==> config.mk <==
export PLATFORM = sky130hd
export DESIGN_NAME = risc_multicycle_core
export DESIGN_NICKNAME = d
export VERILOG_FILES = /design/src/rtl/risc_multicycle_core.sv
export SDC_FILE = /design/constraint.sdc
export NUM_CORES = 1
export LEC_CHECK = 0
export ABC_CLOCK_PERIOD_IN_PS = 3900
export CORE_ASPECT_RATIO = 2
export CORE_MARGIN = 5
export CORE_UTILIZATION = 50
export CTS_CLUSTER_SIZE = 8
export DETAILED_ROUTE_END_ITERATION = 6
export GPL_ROUTABILITY_DRIVEN = 0
export PLACE_DENSITY_LB_ADDON = 0.25
export SLEW_MARGIN = 20
export SYNTH_ARGS = -nofsm -noshare
export SYNTH_HDL_FRONTEND = slang
export SYNTH_SLANG_ARGS = --single-unit
==> constraint.sdc <==
create_clock -name clk -period 3.9 [get_ports clk]
set_input_delay 0.39 -clock clk [delete_from_list [all_inputs] [get_ports clk]]
set_output_delay 0.39 -clock clk [all_outputs]
set_load 0.01 [all_outputs]
==> src/rtl/risc_multicycle_core.sv <==
// Multi-cycle RISC core: FETCH/EXEC/MEM/HALT sequencer with a register file, an ALU and a Z flag.
// Instruction and data memories are external and use req/ready handshakes, so they may insert wait states.
module risc_multicycle_core #(
   parameter int DATA_W   = 8,
   parameter int ADDR_W   = 4,
   parameter int NUM_REGS = 4
) (
   input  logic              clk,
   input  logic              reset,
   output logic              imem_req,
   output logic [ADDR_W-1:0] imem_addr,
   input  logic [ADDR_W+3:0] imem_rdata,
   input  logic              imem_ready,
   output logic              dmem_req,
   output logic              dmem_we,
   output logic [ADDR_W-1:0] dmem_addr,
   output logic [DATA_W-1:0] dmem_wdata,
   input  logic [DATA_W-1:0] dmem_rdata,
   input  logic              dmem_ready,
   output logic [ADDR_W-1:0] pc,
   output logic              zero_flag,
   output logic              retire,
   output logic              halted
);
   localparam int RSEL_W = $clog2(NUM_REGS);
   localparam int IR_W   = ADDR_W + 4;

   localparam logic [3:0] OP_ADD  = 4'h1;
   localparam logic [3:0] OP_SUB  = 4'h2;
   localparam logic [3:0] OP_AND  = 4'h3;
   localparam logic [3:0] OP_NOT  = 4'h4;
   localparam logic [3:0] OP_RDA  = 4'h5;
   localparam logic [3:0] OP_RDB  = 4'h6;
   localparam logic [3:0] OP_WRA  = 4'h7;
   localparam logic [3:0] OP_WRB  = 4'h8;
   localparam logic [3:0] OP_JMP  = 4'h9;
   localparam logic [3:0] OP_BZ   = 4'hA;
   localparam logic [3:0] OP_HALT = 4'hF;

   typedef enum logic [1:0] {S_FETCH, S_EXEC, S_MEM, S_HALT} state_t;

   state_t              state_q;
   logic [ADDR_W-1:0]   pc_q;
   logic [IR_W-1:0]     ir_q;
   logic                z_q;

   logic [3:0]          op;
   logic [ADDR_W-1:0]   addr_f;
   logic [RSEL_W-1:0]   ra;
   logic [RSEL_W-1:0]   rb;
   logic [ADDR_W-1:0]   pc_inc;
   logic [DATA_W-1:0]   reg_rd [NUM_REGS];
   logic [DATA_W-1:0]   ra_val;
   logic [DATA_W-1:0]   rb_val;
   logic [DATA_W-1:0]   alu_res;
   logic                alu_op;
   logic                is_mem;
   logic                is_wr;
   logic [NUM_REGS-1:0] reg_we;
   logic [DATA_W-1:0]   reg_wdata;

   assign op     = ir_q[IR_W-1:ADDR_W];
   assign addr_f = ir_q[ADDR_W-1:0];
   assign rb     = ir_q[RSEL_W-1:0];
   assign ra     = ir_q[2*RSEL_W-1:RSEL_W];
   assign pc_inc = pc_q + 1'b1;
   assign ra_val = reg_rd[ra];
   assign rb_val = reg_rd[rb];
   assign is_mem = (op == OP_RDA) || (op == OP_RDB) || (op == OP_WRA) || (op == OP_WRB);
   assign is_wr  = (op == OP_WRA) || (op == OP_WRB);

   always_comb begin
      alu_res = '0;
      alu_op  = 1'b0;
      case (op)
         OP_ADD:  begin alu_res = ra_val + rb_val; alu_op = 1'b1; end
         OP_SUB:  begin alu_res = ra_val - rb_val; alu_op = 1'b1; end
         OP_AND:  begin alu_res = ra_val & rb_val; alu_op = 1'b1; end
         OP_NOT:  begin alu_res = ~ra_val;         alu_op = 1'b1; end
         default: ;
      endcase
   end

   // ALU results land in rb during EXEC; memory reads land in r0/r1 when the data access completes.
   always_comb begin
      reg_we    = '0;
      reg_wdata = alu_op ? alu_res : dmem_rdata;
      if (state_q == S_EXEC && alu_op)
         reg_we[rb] = 1'b1;
      if (state_q == S_MEM && dmem_ready && op == OP_RDA)
         reg_we[0] = 1'b1;
      if (state_q == S_MEM && dmem_ready && op == OP_RDB)
         reg_we[1] = 1'b1;
   end

   genvar gi;
   generate
      for (gi = 0; gi < NUM_REGS; gi++) begin : g_reg
         logic [DATA_W-1:0] r_q;
         always_ff @(posedge clk) begin
            if (reset)
               r_q <= '0;
            else if (reg_we[gi])
               r_q <= reg_wdata;
         end
         assign reg_rd[gi] = r_q;
      end
   endgenerate

   always_ff @(posedge clk) begin
      if (reset) begin
         state_q <= S_FETCH;
         pc_q    <= '0;
         ir_q    <= '0;
         z_q     <= 1'b0;
      end else begin
         case (state_q)
            S_FETCH: begin
               if (imem_ready) begin
                  ir_q    <= imem_rdata;
                  state_q <= S_EXEC;
               end
            end
            S_EXEC: begin
               if (alu_op)
                  z_q <= (alu_res == '0);
               if (is_mem) begin
                  state_q <= S_MEM;
               end else if (op == OP_HALT) begin
                  pc_q    <= pc_inc;
                  state_q <= S_HALT;
               end else begin
                  state_q <= S_FETCH;
                  if (op == OP_JMP)
                     pc_q <= addr_f;
                  else if (op == OP_BZ)
                     pc_q <= z_q ? addr_f : pc_inc;
                  else
                     pc_q <= pc_inc;
               end
            end
            S_MEM: begin
               if (dmem_ready) begin
                  pc_q    <= pc_inc;
                  state_q <= S_FETCH;
               end
            end
            S_HALT: state_q <= S_HALT;
            default: state_q <= S_FETCH;
         endcase
      end
   end

   // Every output is forced low while reset is held, so an abandoned access drops its request immediately.
   assign imem_req   = !reset && (state_q == S_FETCH);
   assign imem_addr  = reset ? '0 : pc_q;
   assign pc         = reset ? '0 : pc_q;
   assign dmem_req   = !reset && (state_q == S_MEM);
   assign dmem_we    = dmem_req && is_wr;
   assign dmem_addr  = dmem_req ? addr_f : '0;
   assign dmem_wdata = dmem_we ? ((op == OP_WRA) ? reg_rd[0] : reg_rd[1]) : '0;
   assign zero_flag  = !reset && z_q;
   assign halted     = !reset && (state_q == S_HALT);
   assign retire     = !reset && (((state_q == S_EXEC) && !is_mem) ||
                                  ((state_q == S_MEM) && dmem_ready));
endmodule

=== Word level (Yosys, flattened, before mapping) ===
Cells that the tools add are included.

* Equality and inequality tests: 17
* Order comparisons: 4
* Bitwise logic cells: 4
* Reduce and logical (&&, ||, !) cells: 27
* $add $sub $neg: 3
* Muxes and demuxes: 30

{| class="wikitable"
|+ Operators with widths
! operator !! number
|-
| $mux W8 || 7
|-
| $mux W4 || 9
|-
| $bmux W8 S2 || 2
|-
| $pmux W8 S4 || 1
|-
| $eq A4 B3 Y1 const B || 4
|-
| $eq A4 B4 Y1 const B || 4
|-
| $logic_and A1 B1 Y1 || 12
|-
| $add A8 B8 Y8 || 1
|-
| $and A8 B8 Y8 || 1
|-
| $eq A4 B2 Y1 const B || 2
|-
| $logic_not A8 Y1 || 1
|-
| $mux W2 || 4
|-
| $not A8 Y8 || 1
|-
| $pmux W2 S4 || 1
|-
| $pmux W4 S2 || 1
|-
| $sub A8 B8 Y8 || 1
|-
| $ge A3 B3 Y1 const B || 2
|-
| $ne A2 B2 Y1 const B || 3
|-
| $not A2 Y3 || 2
|-
| $reduce_and A2 Y1 || 3
|-
| $logic_or A1 B1 Y1 || 5
|-
| $add A4 B1 Y4 const B || 1
|-
| $eq A2 B2 Y1 const B || 2
|-
| $eq A4 B1 Y1 const B || 1
|-
| other kinds (10) || 14
|}

* Bits of input ports: 20
* Word-level logic and storage cells: 93
* Register bits after elaboration: 47

=== Depth between registers and ports, before layout ===
Gate-level depths: netlist of the first run.

* Depth in word-level cells: 8
* Mapped depth: 15
* Gate-level depth less buffers: 14

=== Least setup slack after synthesis of the first run ===
Ideal clock, no wire load.

* Path type: register to register
* From: register ir_q[0]
* To: register g_reg[0].r_q[7]
* Data arrival time: 3.315 ns
* Cell stages (with the launch flop): 15
* Buffers on the path: 1
* Setup slack: 0.451 ns
* Clock period less this slack: 3.449 ns
* Cells stage by stage: dfxtp_1 > buf_6 > mux4_2 > inv_1 > ha_1 > mux2_2 > inv_1 > ha_1 > nor2b_1 > o2111ai_1 > a21oi_1 > or3_1 > a21o_1 > a311oi_2 > a211oi_1

* Word-level cells in the longest chain between the ends: 7

{| class="wikitable"
|+ Ends and longest elaborated chain
! element !! RTL line !! RTL
|-
| start, declared || 44 || <nowiki>logic [IR_W-1:0] ir_q;</nowiki>
|-
| start signal, assigned || 120 || <nowiki>ir_q <= imem_rdata;</nowiki>
|-
| $not A2 Y3 (not written as such) || 68 || <nowiki>assign rb_val = reg_rd[rb];</nowiki>
|-
| $bmux W8 S2 || 68 ||
|-
| $mux W8 (not written as such) (2 in series) || 68 ||
|-
| $sub A8 B8 Y8, or another cell as far along || 77 || <nowiki>OP_SUB: begin alu_res = ra_val - rb_val; alu_op = 1'b1; end</nowiki>
|-
| $pmux W8 S4 || 75 || <nowiki>case (op)</nowiki>
|-
| $mux W8 || 87 || <nowiki>reg_wdata = alu_op ? alu_res : dmem_rdata;</nowiki>
|-
| end signal, assigned || 104 || <nowiki>r_q <= reg_wdata;</nowiki>
|-
| end, declared || 99 || <nowiki>logic [DATA_W-1:0] r_q;</nowiki>
|}

Several ways; a longest one is shown, not always the timed one. The select of a mux whose other input is x is not followed.
A chain may end at the register's enable or synchronous reset.

=== Worst setup path in the final report of the first run ===
* From: register ir_q[0]
* To: register g_reg[1].r_q[7]

* Word-level cells in the longest chain between the ends: 7

{| class="wikitable"
|+ Ends and longest elaborated chain
! element !! RTL line
|-
| $not A2 Y3 (not written as such) || 68
|-
| $bmux W8 S2 || 68
|-
| $mux W8 (not written as such) (2 in series) || 68
|-
| $sub A8 B8 Y8, or another cell as far along || 77
|-
| $pmux W8 S4 || 75
|-
| $mux W8 || 87
|-
| end signal, assigned || 104
|-
| end, declared || 99
|}

Several ways; a longest one is shown, not always the timed one. The select of a mux whose other input is x is not followed.

==> results of run 1 <==
[per-stage QoR]
stage               cells  util (%)  power [W]  hold WS [ns]
floorplan             386         -   0.000721         0.462
global route          518      63.2    0.00131         0.534
global placement      510      60.6   0.000809         0.482
CTS                   518      63.1    0.00126         0.507
finish                518      63.2    0.00126         0.504
detailed placement    510      60.6   0.000815         0.499
[layout by cell type (no fill, tap or decap), drive strengths merged, types with 8 or more instances in the layout]
master / synthesis / layout
dfxtp: 47 / 47
clkbuf: 11 / 8
nor3: 12 / 12
inv: 14 / 14
nand3: 13 / 13
clkdlybuf4s50: 0 / 44
nor2: 50 / 50
mux4: 16 / 16
nor2b: 10 / 10
nand2: 47 / 47
mux2i: 22 / 22
a21oi: 30 / 30
o21ai: 15 / 15
ha: 10 / 10
a211oi: 14 / 14
buf: 13 / 18
[sequential cells by signal (all words and copies together) (netlist names)]
signal	count
ir_q	8
state_q	2
pc_q	4
z_q	1
g.r_q	32
[synth_stat cells (all sizes together), types with 2 or more instances]
cell / number
nor3b: 2
buf: 13
mux4: 16
o32ai: 3
nor2b: 10
a221oi: 2
a211oi: 14
xnor2: 6
a21oi: 30
nand2: 47
a31o: 2
a221o: 2
or3: 2
or2: 3
nand4: 2
nand3: 13
clkbuf: 11
nor2: 50
and2: 4
ha: 10
inv: 14
nor4b: 2
mux2i: 22
a21o: 6
o21ai: 15
nand2b: 4
xor2: 4
dfxtp: 47
nor3: 12
a311oi: 3
[area by class of cell]
cell class	instances	area, um^2	share of cell area [%]
multi-input combinational	301	2140	53.8
tap	86	108	2.70
clock buffer	8	156	3.92
inverter	14	52.6	1.32
timing repair buffer	62	586	14.7
sequential	47	941	23.6
[critical path: stages (launching register included)]
cell	delay [ns]
dfxtp_1	0.37
buf_12	0.17
mux4_2	0.57
inv_1	0.08
ha_1	0.22
mux2_2	0.29
inv_1	0.07
ha_1	0.23
nor2b_1	0.14
o2111ai_1	0.23
a21oi_1	0.13
or3_1	0.37
a21o_1	0.22
a311oi_2	0.30
a211oi_1	0.11
[per-layer routing]
layer	vias to the layer above	share of wire [%]	global-route usage [%]
met2	135	54	45.2
li1	1478	-	-
met5	-	0	0
met1	1494	35	25.5
met3	30	5.8	3.61
met4	0	5.0	16.9
[how the worst min path moves through the flow]
stage / start / to / slack [ns] / depth (start not counted)
finish: ir_q[0]$_SDFFE_PP0P_ / ir_q[0]$_SDFFE_PP0P_ / 0.50 / 2
global route: g_reg[2].r_q[3]$_SDFFE_PP0P_ / g_reg[2].r_q[3]$_SDFFE_PP0P_ / 0.53 / 2
CTS: ir_q[0]$_SDFFE_PP0P_ / ir_q[0]$_SDFFE_PP0P_ / 0.51 / 2
detailed placement: ir_q[0]$_SDFFE_PP0P_ / ir_q[0]$_SDFFE_PP0P_ / 0.50 / 2
global placement: ir_q[0]$_SDFFE_PP0P_ / ir_q[0]$_SDFFE_PP0P_ / 0.48 / 2
floorplan: pc_q[3]$_SDFFE_PP0P_ / pc_q[3]$_SDFFE_PP0P_ / 0.46 / 2
[report_power, final]
part           leakage [nW]  switching, W  internal, W  total [W]
clock                0.0772      0.000172     0.000273   0.000445
combinational         0.925      0.000171     0.000132   0.000303
sequential            0.381     0.0000171     0.000493   0.000510
total                  1.38      0.000360     0.000897    0.00126
[cells by family (layout without fill, tap and decap cells)]
group / count (synthesis) / in the layout / synth area share (%)
buf+inv: 38 / 84 / 5.31
mux: 39 / 39 / 18.4
compound gates: 86 / 86 / 17.6
xor+xnor: 10 / 10 / 2.69
fa+ha+maj: 11 / 11 / 4.46
simple gates: 155 / 155 / 22.6
flops: 47 / 47 / 28.9
[what timing repair did]
item                                    in CTS  in global routing
gates resized for setup                      0                  1
endpoints found under the setup margin       0                  2
hold buffers                                 0                  0
==> metrics.md, run 1 <==
| Metric | Value |
|---|---|
| DRC viols | 0 |
| Initial DRC count | 351 |
| Final worst-path cycle share | 93.8% |
| Hold Fails Final Rpt | 0 |
| Crit end category | flip-flop |
| Initial antenna violation count | 0 |
| Register area share after synthesis | 28.9% |
| Largest net degree at the start of global routing | 58 |
| Worst skew pair latency | 0.29 ns |
| Max-Slew Margin vs Limit | 27.3% |
| Antenna Nets Post-Route | 0 |
| Worst setup margin | 0.243 ns |
| Layout cell share with drive strength beyond 1 | 11.1% |
| Die width | 67.0 um |
| Fmax | 0.273 GHz |
| FF-to-FF End | g_reg[1].r_q[7]$_SDFFE_PP0P_ |
| Worst Setup SP | ir_q[0]$_SDFFE_PP0P_ |
| Worst Setup Start Kind | flip-flop |
| Power per cell area | 315 nW/um^2 |
| Cts bufs inserted | 5 |
| Dpl hpwl | 7110 um |
| I/O pin cnt | 46 |
| Post-Syn Instances | 386 |
| Synth top area cells | dfxtp_1, mux4_2, mux2i_1 |
| Worst endpoint required time | 4.04 ns |
| Post-Route WL | 9680 um |
| Flops & latches, synth | 47 |
| Setup crit end | g_reg[1].r_q[7]$_SDFFE_PP0P_ |
| Clk sink count | 47 |
| Diodes inserted | 0 |
| Cell area after layout | 3990 um^2 |
| H-tree Lvls | 2 |
| PortBufs | 45 |
| Crit-path max FO | 12 |
| Core ar. | 6310 um^2 |
| Max_cap viols | 0 |
| Top-area cell type share of the netlist area | 28.9% |
| Fin Setup TNS | 0 ns |
| Grt total ovfl | 0 |
| Clock transition at path regs | 0.06 ns |
| # setup viols final | 0 |
| Post-Syn Area | 3250 um^2 |
| Synth unique cells | 56 |
| Ys flop type | dfxtp_1 |
| Synthesized Nets | 417 |
| Pre-antenna DRT Iters | 4 |
| Die height | 124 um |
| Fillers | 559 |
| Placed Area | 3820 um^2 |
| RSZ-0062 raised after global routing | no |
| HP Class | flip-flop to flip-flop |
| Die footprint | 8310 um^2 |
| CTS tree | built |
| CTS root buffer | clkbuf_16 |
| GR Util All Layers | 25.0% |
| Status | finished clean |
| Clk_skew | 0.00459 ns |
| Post-Synthesis Mean Instance Area | 8.42 um^2 |
| Starting Density | 51.5% |
| Rows | 41 |
| Flop-to-flop setup slack | 0.24 ns |
| Buffer count from post-CTS setup fixing | 0 |
| Placement Setup Slack | 0.253 ns |
| Fin nets | 462 |
| First-pass GRT wire length | 15700 um |
| Vias per inst | 6.06 |
| Final slew viol count | 0 |
| Worst slew pin tran | 1.08 ns |
| Critical path class | flip-flop to flip-flop |
| Clock Tree Buf Depth | 2 |
| Asr flop ratio synth | 0% |
| WL/cell | 18.7 um |
| RR Startpoint | ir_q[0]$_SDFFE_PP0P_ |
| Min cycle time layout | 3.66 ns |
| WP data arrival | 3.80 ns |
| Routed vias | 3137 |
| Pleak | 1.38 nW |
| Max VDD drop | 237 uV |
| Vias in the first global route | 3262 |
| Post-synth EDFFs | 0 |
| Ys Warns | 0 |
| FF-to-FF path depth | 14 |
| Yosys top cell by area | dfxtp_1 |
| Area Overhead vs Synth | 22.6% |
No activity file was read; power rests on OpenSTA's default activity.
==> inputs of run 2 (changes only) <==
--- a/config.mk
+++ b/config.mk
@@ -7,3 +7,3 @@
 export LEC_CHECK = 0
-export ABC_CLOCK_PERIOD_IN_PS = 3900
+export ABC_CLOCK_PERIOD_IN_PS = 3400
 export CORE_ASPECT_RATIO = 2
@@ -14,2 +14,3 @@
 export GPL_ROUTABILITY_DRIVEN = 0
+export GPL_TIMING_DRIVEN = 0
 export PLACE_DENSITY_LB_ADDON = 0.25
==> constraint.sdc (replaced) <==
create_clock -name clk -period 3.4 [get_ports clk]
set_input_delay 0.34 -clock clk [delete_from_list [all_inputs] [get_ports clk]]
set_output_delay 0.34 -clock clk [all_outputs]
set_load 0.05 [all_outputs]
==> run 2 against run 1 <==
  * The run now ends with setup timing left
  * Clock power up 30%
  * Highest routed layer unchanged
  * Sequential power up 14%
  * Largest cell class unchanged
  * Count of clock-buffer cells in the layout down 2
  * Via count up 4.3%
  * Non-clock buffer count up 23
  * Largest power group unchanged
  * Design area up 7.8%
  * Global-route usage up 0.70 points
==> metrics.md, run 2 (synthesis results as in run 1) <==
| Metric | Value |
|---|---|
| Final slew viol count | 0 |
| Pleak | 1.52 nW |
| Grt total ovfl | 0 |
| Met1 usage | 26.6% |
| Worst Setup Start Kind | flip-flop |
| Vias per inst | 6.05 |
| WP data arrival | 3.70 ns |
| Vias in the first global route | 3354 |
| Final worst-path cycle share | 104% |
| Cts bufs inserted | 5 |
| WL/cell | 19.2 um |
| Clock transition at path regs | 0.06 ns |
| Worst hold slack | 0.495 ns |
| H-tree Lvls | 2 |
| HP Class | flip-flop to flip-flop |
| Fillers | 520 |
| Largest net degree at the start of global routing | 15 |
| GR Util All Layers | 25.7% |
| Fmax | 0.282 GHz |
| Largest registers | g.r_q (32), ir_q (8), pc_q (4) |
| Clk sink count | 47 |
| Max VDD drop | 328 uV |
| Starting Density | 51.5% |
| Pre-antenna DRT Iters | 4 |
| Max-Slew Margin vs Limit | 29.8% |
| Fin cells | 541 |
| Clock Tree Buf Depth | 2 |
| PortBufs | 45 |
| Diodes inserted | 0 |
| Die height | 124 um |
| Die footprint | 8310 um^2 |
| CTS root buffer | clkbuf_16 |
| DRC viols | 0 |
| Dpl hpwl | 7490 um |
| Initial DRC count | 174 |
| Power per cell area | 372 nW/um^2 |
| Flop-to-flop setup slack | -0.14 ns |
| Initial antenna violation count | 0 |
| # setup viols final | 9 |
| Min cycle time layout | 3.54 ns |
| Max reg flops | 32 |
| Max_cap viols | 0 |
| Placed cells | 517 |
| Worst skew pair latency | 0.29 ns |
| CTS tree | built |
| Worst setup margin | -0.142 ns |
| RSZ-0062 raised after global routing | yes |
| Layout cell share with drive strength beyond 1 | 18.5% |
| Fin nets | 485 |
| Leading cell type in the layout, fill and taps excluded | nor2_1 |
| Routed vias | 3272 |
| GRT met3 Usage | 3.34% |
| Status | complete, but fails checks |
| Core ar. | 6310 um^2 |
| Die width | 67.0 um |
| Hold Fails Final Rpt | 0 |
| Violated checks | setup timing |
| Worst slew pin tran | 1.04 ns |
| Most frequent cells in the layout | nor2_1, nand2_1, dfxtp_1 |
| Critical path class | flip-flop to flip-flop |
| # hold bufs at CTS | 0 |
| M2 GR Usage | 46.0% |
| Area Overhead vs Synth | 32.1% |
| Biggest register | g.r_q |
| I/O pin cnt | 46 |
| First-pass GRT wire length | 16000 um |
| Crit end category | flip-flop |
| Clk_skew | 0.00691 ns |
| Worst endpoint required time | 3.56 ns |
| Post-Route WL | 10400 um |
| Antenna Nets Post-Route | 0 |
| Most used routing layer | met2 |
| Rows | 41 |
| Crit-path max FO | 5 |
run 2: path summary, 6_finish.rpt:
kind                                        to                  from  cells past startpoint
setup / recovery  g_reg[1].r_q[7]$_SDFFE_PP0P_  ir_q[0]$_SDFFE_PP0P_                     14
hold / removal            pc_q[3]$_SDFFE_PP0P_  pc_q[3]$_SDFFE_PP0P_                      2
setup reg to reg  g_reg[1].r_q[7]$_SDFFE_PP0P_  ir_q[0]$_SDFFE_PP0P_                     14
hold reg to reg           pc_q[3]$_SDFFE_PP0P_  pc_q[3]$_SDFFE_PP0P_                      2
run 2: power breakdown:
group | switching (W) | internal (W) | total, W
sequential | 0.0000165 | 0.000565 | 0.000581
clock | 0.000212 | 0.000366 | 0.000577
combinational | 0.000248 | 0.000193 | 0.000441
total | 0.000476 | 0.00112 | 0.00160
run 2: repair_timing:
item	CTS	global route
endpoints found under the hold margin	0	0
endpoints found under the setup margin	30	28
setup buffers	9	8
pin swaps	12	17
resized for setup	24	15
run 2: worst max-delay path, cell delays in order (launching register included):
cell	delay, ns
dfxtp_4	0.40
buf_12	0.13
mux4_2	0.55
buf_6	0.15
nor3_2	0.16
or2_4	0.17
xor2_2	0.16
ha_4	0.23
a21o_1	0.20
a21oi_4	0.19
a21oi_2	0.09
or3_4	0.33
a21o_1	0.20
a311oi_2	0.34
a211oi_1	0.12
run 2: layer usage:
layer,routed length [um],vias up
met3,460,45
met2,5610,145
li1,-,1532
met4,582,0
met5,0,-
met1,3720,1550
run 2: cell type report:
cell class,instances,area (um^2),share of cell area (%)
Timing Repair Buffer,62,584,13.6
Clock inverter,2,35.0,0.816
Tap cell,86,108,2.51
Sequential cell,47,945,22.0
Multi-Input combinational cell,301,2300,53.6
Clock buffer,6,139,3.23
Inverter,14,52.6,1.22
Buffer,23,131,3.06
run 2: per-stage QoR:
step	worst slack (ns)	TNS, ns	total power (W)	utilization [%]	area [um^2]
final	-0.142	-0.508	0.00160	68.1	4300
after global routing	-0.206	-1.41	0.00165	68.1	4300
after CTS	-0.0737	-0.222	0.00155	65.8	4150
after detailed placement	-0.492	-3.99	0.000947	60.4	3810
after global placement	-0.416	-3.10	0.000941	60.4	3810
after floorplan	0.0109	0	0.000840	-	3250
==> edit 1, RTL diff (flow settings as in run 2) <==
Remove the case item `OP_ADD` of the case on `op`.
--- a/src/rtl/risc_multicycle_core.sv
+++ b/src/rtl/risc_multicycle_core.sv
@@ -74,5 +74,4 @@
       alu_op  = 1'b0;
       case (op)
-         OP_ADD:  begin alu_res = ra_val + rb_val; alu_op = 1'b1; end
          OP_SUB:  begin alu_res = ra_val - rb_val; alu_op = 1'b1; end
          OP_AND:  begin alu_res = ra_val & rb_val; alu_op = 1'b1; end
Behaviour: not the same (Yosys sat finds a counterexample within 4 cycles, from zero or initial values and one cycle with reset high).
==> edit 1 against run 2 <==
The flow still finishes with violations (setup timing). Synthesized area down 4.3%. Design area down 8.0%. Via count down 3.8%. Global-route usage down 0.86 points. First-iteration DRC count up 17%. Routed wire length down 5.8%. Worst setup slack better by 0.12 ns. Power down 12%. Sequential cell count unchanged. Largest cell class unchanged.
==> edit 1: results (changes against run 2) <==
| Metric | Value |
|---|---|
| Outcome | complete, but fails checks |
| Signal buf overhead | 16.31% (-0.35 points) |
| Global-route usage over all layers | 24.85% (-0.86 points) |
| Multi-input combinational cell count | 280 (-7.0%) |
| Worst-margin pin slew | 1.154 ns (+0.1098 ns) |
| Proportion of synthesized chip area in sequential cells | 30.24% (+1.3 points) |
| Violations in the final reports | setup timing |
| Total half-perimeter wirelength after legalization and detailed placement | 7280 µm (-2.8%) |
| Static Leak | 1.450 nW (-4.4%) |
| Setup violators final | 1 (-8) |
| Layout fillers | 517 (-0.58%) |
| Number of global-route vias before repair | 3164 (-5.7%) |
| Number of distinct library cells after synthesis | 54 (-3.6%) |
| Count of buffers from port buffering | 44 (-2.2%) |
| GRT met2 Usage | 46.26% (+0.30 points) |
| Detailed Route WL | 9768 µm (-5.8%) |
| Avg Vias per Cell | 6.236 (+3.1%) |
| Share of cell area taken by multi-input logic gates | 51.85% (-1.7 points) |
| Most frequent cells after synthesis | 47 x sky130_fd_sc_hd__dfxtp_1, 47 x sky130_fd_sc_hd__nor2_1, 39 x sky130_fd_sc_hd__nand2_1 |
| Setup WS pre-CTS | -0.3691 ns (+0.1229 ns) |
| Total placed cells including tap cells | 493 (-4.6%) |
| Worst supply voltage drop on vdd | 410.4 µV (+25%) |
| Met1 routing resource usage after global routing | 24.80% (-1.8 points) |
| Clk tree area frac | 4.023% (-0.026 points) |
| NumNets Final | 459 (-5.4%) |
| Final worst-path setup slack | -0.02254 ns (+0.1198 ns) |
| TritonRoute pass-1 iters | 5 (+1) |
| Depth of the most critical reg-to-reg path | 9 (-5) |
## edit 1: changes by cell type after synthesis, moves of 6 or more
cell                       before  now
sky130_fd_sc_hd__a211oi_1      13   34
sky130_fd_sc_hd__mux2i_1       22    3
sky130_fd_sc_hd__nand3_1       13    4
sky130_fd_sc_hd__a21oi_1       30   38
sky130_fd_sc_hd__nand2_1       47   39
sky130_fd_sc_hd__ha_1          10   17
sky130_fd_sc_hd__xnor2_1        6    0
## edit 1: worst max-delay path, stage by stage (launching register included)
cell and delay (ns):
sky130_fd_sc_hd__dfxtp_2 0.36, sky130_fd_sc_hd__buf_6 0.17, sky130_fd_sc_hd__mux4_2 0.59, sky130_fd_sc_hd__fa_2 0.44, sky130_fd_sc_hd__xor2_1 0.17, sky130_fd_sc_hd__a22o_1 0.23, sky130_fd_sc_hd__or4_1 0.48, sky130_fd_sc_hd__or4_4 0.45
sky130_fd_sc_hd__nor4_4 0.30, sky130_fd_sc_hd__a22o_1 0.17
## edit 1: worst max-delay path by stage
stage / to / slack, ns / cells after the start
finish: z_q / -0.02 / 9
detailed placement: z_q / -0.37 / 11
CTS: z_q / -0.03 / 12
global route: z_q / -0.07 / 11
global placement: z_q / -0.33 / 11
floorplan: z_q / 0.16 / 11
## edit 1: where the power goes
group	leakage (nW)	switching, W	internal [W]	total (W)
sequential	0.382	0.0000150	0.000564	0.000579
clock	0.0769	0.000212	0.000343	0.000556
combinational	0.992	0.000157	0.000109	0.000266
total	1.45	0.000384	0.00102	0.00140
## edit 1: repair_timing
item / CTS / global route
setup endpoints to repair: 19 / 12
pin swaps: 0 / 1
buffers inserted: 0 / 6
gates resized for setup: 9 / 15
## edit 1: metal layers
layer | share of wire, % | routed length (µm) | vias to the layer above
met5 | 0 | 0 | -
met4 | 5.0 | 485 | 0
met3 | 6.1 | 593 | 38
met2 | 54 | 5322 | 161
met1 | 34 | 3366 | 1495
li1 | - | - | 1455
## edit 1: per-stage QoR
step,setup TNS [ns],cell area (µm²),util [%],total power (W)
after CTS,-0.03153,3849,63.55,0.001376
after floorplan,0,3112,-,0.0007523
after detailed placement,-0.8047,3670,60.60,0.0008341
final,-0.02254,3950,65.23,0.001401
after global routing,-0.06750,3950,65.23,0.001436
after global placement,-0.7864,3657,60.39,0.0008286
## edit 1: kinds of logic (layout without fill, tap and decap cells)
family	count (synthesis)	after routing	synth area share [%]
AND/OR/NAND/NOR	136	136	21.31
AO/OA/AOI/OAI	105	105	22.24
flip-flops	47	47	30.24
buffers and inverters	38	94	5.629
multiplexers	19	19	12.55
adder cells (fa/ha/maj)	18	18	7.479
XOR/XNOR	2	2	0.5630
==> edit 2, RTL diff (flow settings as in run 2) <==
Made on the original files. Set the parameter `NUM_REGS` to 2 (it was 4).
--- a/src/rtl/risc_multicycle_core.sv
+++ b/src/rtl/risc_multicycle_core.sv
@@ -4,5 +4,5 @@
    parameter int DATA_W   = 8,
    parameter int ADDR_W   = 4,
-   parameter int NUM_REGS = 4
+   parameter int NUM_REGS = 2
 ) (
    input  logic              clk,
Formal check against the unedited RTL: not equivalent (a bounded check fails within 10 cycles, from zero or initial values and one cycle with reset high).
==> edit 2 against run 2 <==
Synthesized area shrank 20%. Routed wire length down 24%. Combinational power decreased by 8.6%. Via count fell by 18%. Sequential cell count down 16. Design area fell by 24%. Worst setup slack improved by 0.29 ns. Power is 29% lower.
==> edit 2: results (changes against run 2) <==
| Metric | Value |
|---|---|
| Outcome | completed |
| Mapped Avg Cell Area | 7.681 µm² (-8.8%) |
| Number of global-route vias before repair | 2722 (-19%) |
| Largest registers ranked by flip-flop count | g.r_q (16), ir_q (8), pc_q (4) |
| CP peak stage delay | 0.59 ns (+0.04 ns) |
| Total placed cells including tap cells | 441 (-15%) |
| WL per Instance | 17.66 µm (-7.9%) |
| Final setup skew | 0.003815 ns (-0.003097 ns) |
| Top cells by area in the synthesized netlist | sky130_fd_sc_hd__dfxtp_1 24%, sky130_fd_sc_hd__a21oi_1 6.7%, sky130_fd_sc_hd__nand2_1 6.7%, sky130_fd_sc_hd__mux2i_1 6.2%, sky130_fd_sc_hd__ha_1 4.8% |
| Proportion of synthesized chip area in sequential cells | 23.90% (-5.0 points) |
| Max FO, Critical Path | 10 (+5) |
| Layout fillers | 470 (-9.6%) |
| Logic gate share of total power | 35.6% (+8.0 points) |
| Relative contribution of sequential cells to total power | 35.3% (-1.0 points) |
| CTS root buf | sky130_fd_sc_hd__clkbuf_8 |
| Fraction of final layout cells with drive strength greater than 1 | 10.80% (-7.7 points) |
| Slowest cell on the critical path | sky130_fd_sc_hd__or4_1 |
| Final worst path period share | 95.77% (-8.4 points) |
| Final non-filler cell total | 447 (-17%) |
| Global-route wire length before repair | 12580 µm (-21%) |
| Launch instance of the worst min-delay path | ir_q[3] |
| NumNets Final | 419 (-14%) |
| Depth of the most critical reg-to-reg path | 12 (-2) |
| Static Leak | 1.224 nW (-19%) |
| Net count after synthesis | 369 (-12%) |
| Largest Pwr Group | combinational cells |
| Worst supply voltage drop on vdd | 327.2 µV (-0.39%) |
| Pin count of the biggest net entering global routing | 11 (-4) |
| Global-route usage over all layers | 24.14% (-1.6 points) |
| Critical path arrival | 3.49 ns (-0.21 ns) |
| Relative slew slack | 37.40% (+7.6 points) |
[edit 2: path summary, 6_finish.rpt]
check	endpoint	slack (ns)
hold reg to reg	ir_q[3]	0.48
setup reg to reg	z_q	0.14
hold / removal	ir_q[3]	0.48
setup / recovery	z_q	0.14
[edit 2: repair_timing]
action | in CTS | in global routing
gates resized for setup | 8 | 13
endpoints found under the hold margin | 0 | 0
setup endpoints to repair | 14 | 14
[edit 2: stage by stage]
stage | cell area, µm² | setup slack [ns]
after floorplan | 2596 | 0.1279
after global placement | 3119 | -0.3839
after detailed placement | 3119 | -0.3989
after CTS | 3218 | 0.01413
after global routing | 3254 | -0.007502
final | 3254 | 0.1440
[edit 2: area by class of cell]
| class | instances | area share (%) |
|---|---|---|
| multi-input cells | 273 | 55.94 |
| flip-flops and latches | 31 | 19.18 |
| repair buffers | 45 | 13.88 |
| plain buffers | 19 | 4.191 |
| clock buffers | 8 | 3.076 |
| well taps | 58 | 2.230 |
| inverters | 13 | 1.499 |
[edit 2: worst max-delay path: cells and delay by family (launching register included)]
kind	cells	cell delay [ns]
flip-flops	1	0.43
XOR/XNOR	1	0.15
AO/OA/AOI/OAI	4	0.56
multiplexers	1	0.26
adder cells (fa/ha/maj)	2	0.75
AND/OR/NAND/NOR	3	0.85
buffers and inverters	1	0.20
[edit 2: per-layer routing]
layer	wire length, µm	up-vias
met2	4427	97
met4	418	0
met3	304	35
met1	2746	1257
met5	0	-
li1	-	1309
[edit 2: logic make-up after synthesis]
| group | count (synthesis) | synth area share (%) |
|---|---|---|
| mux | 19 | 7.470 |
| xor+xnor | 10 | 3.373 |
| simple gates | 137 | 26.80 |
| fa+ha+maj | 11 | 5.590 |
| compound gates | 96 | 25.74 |
| buf+inv | 34 | 7.133 |
| flops | 31 | 23.90 |
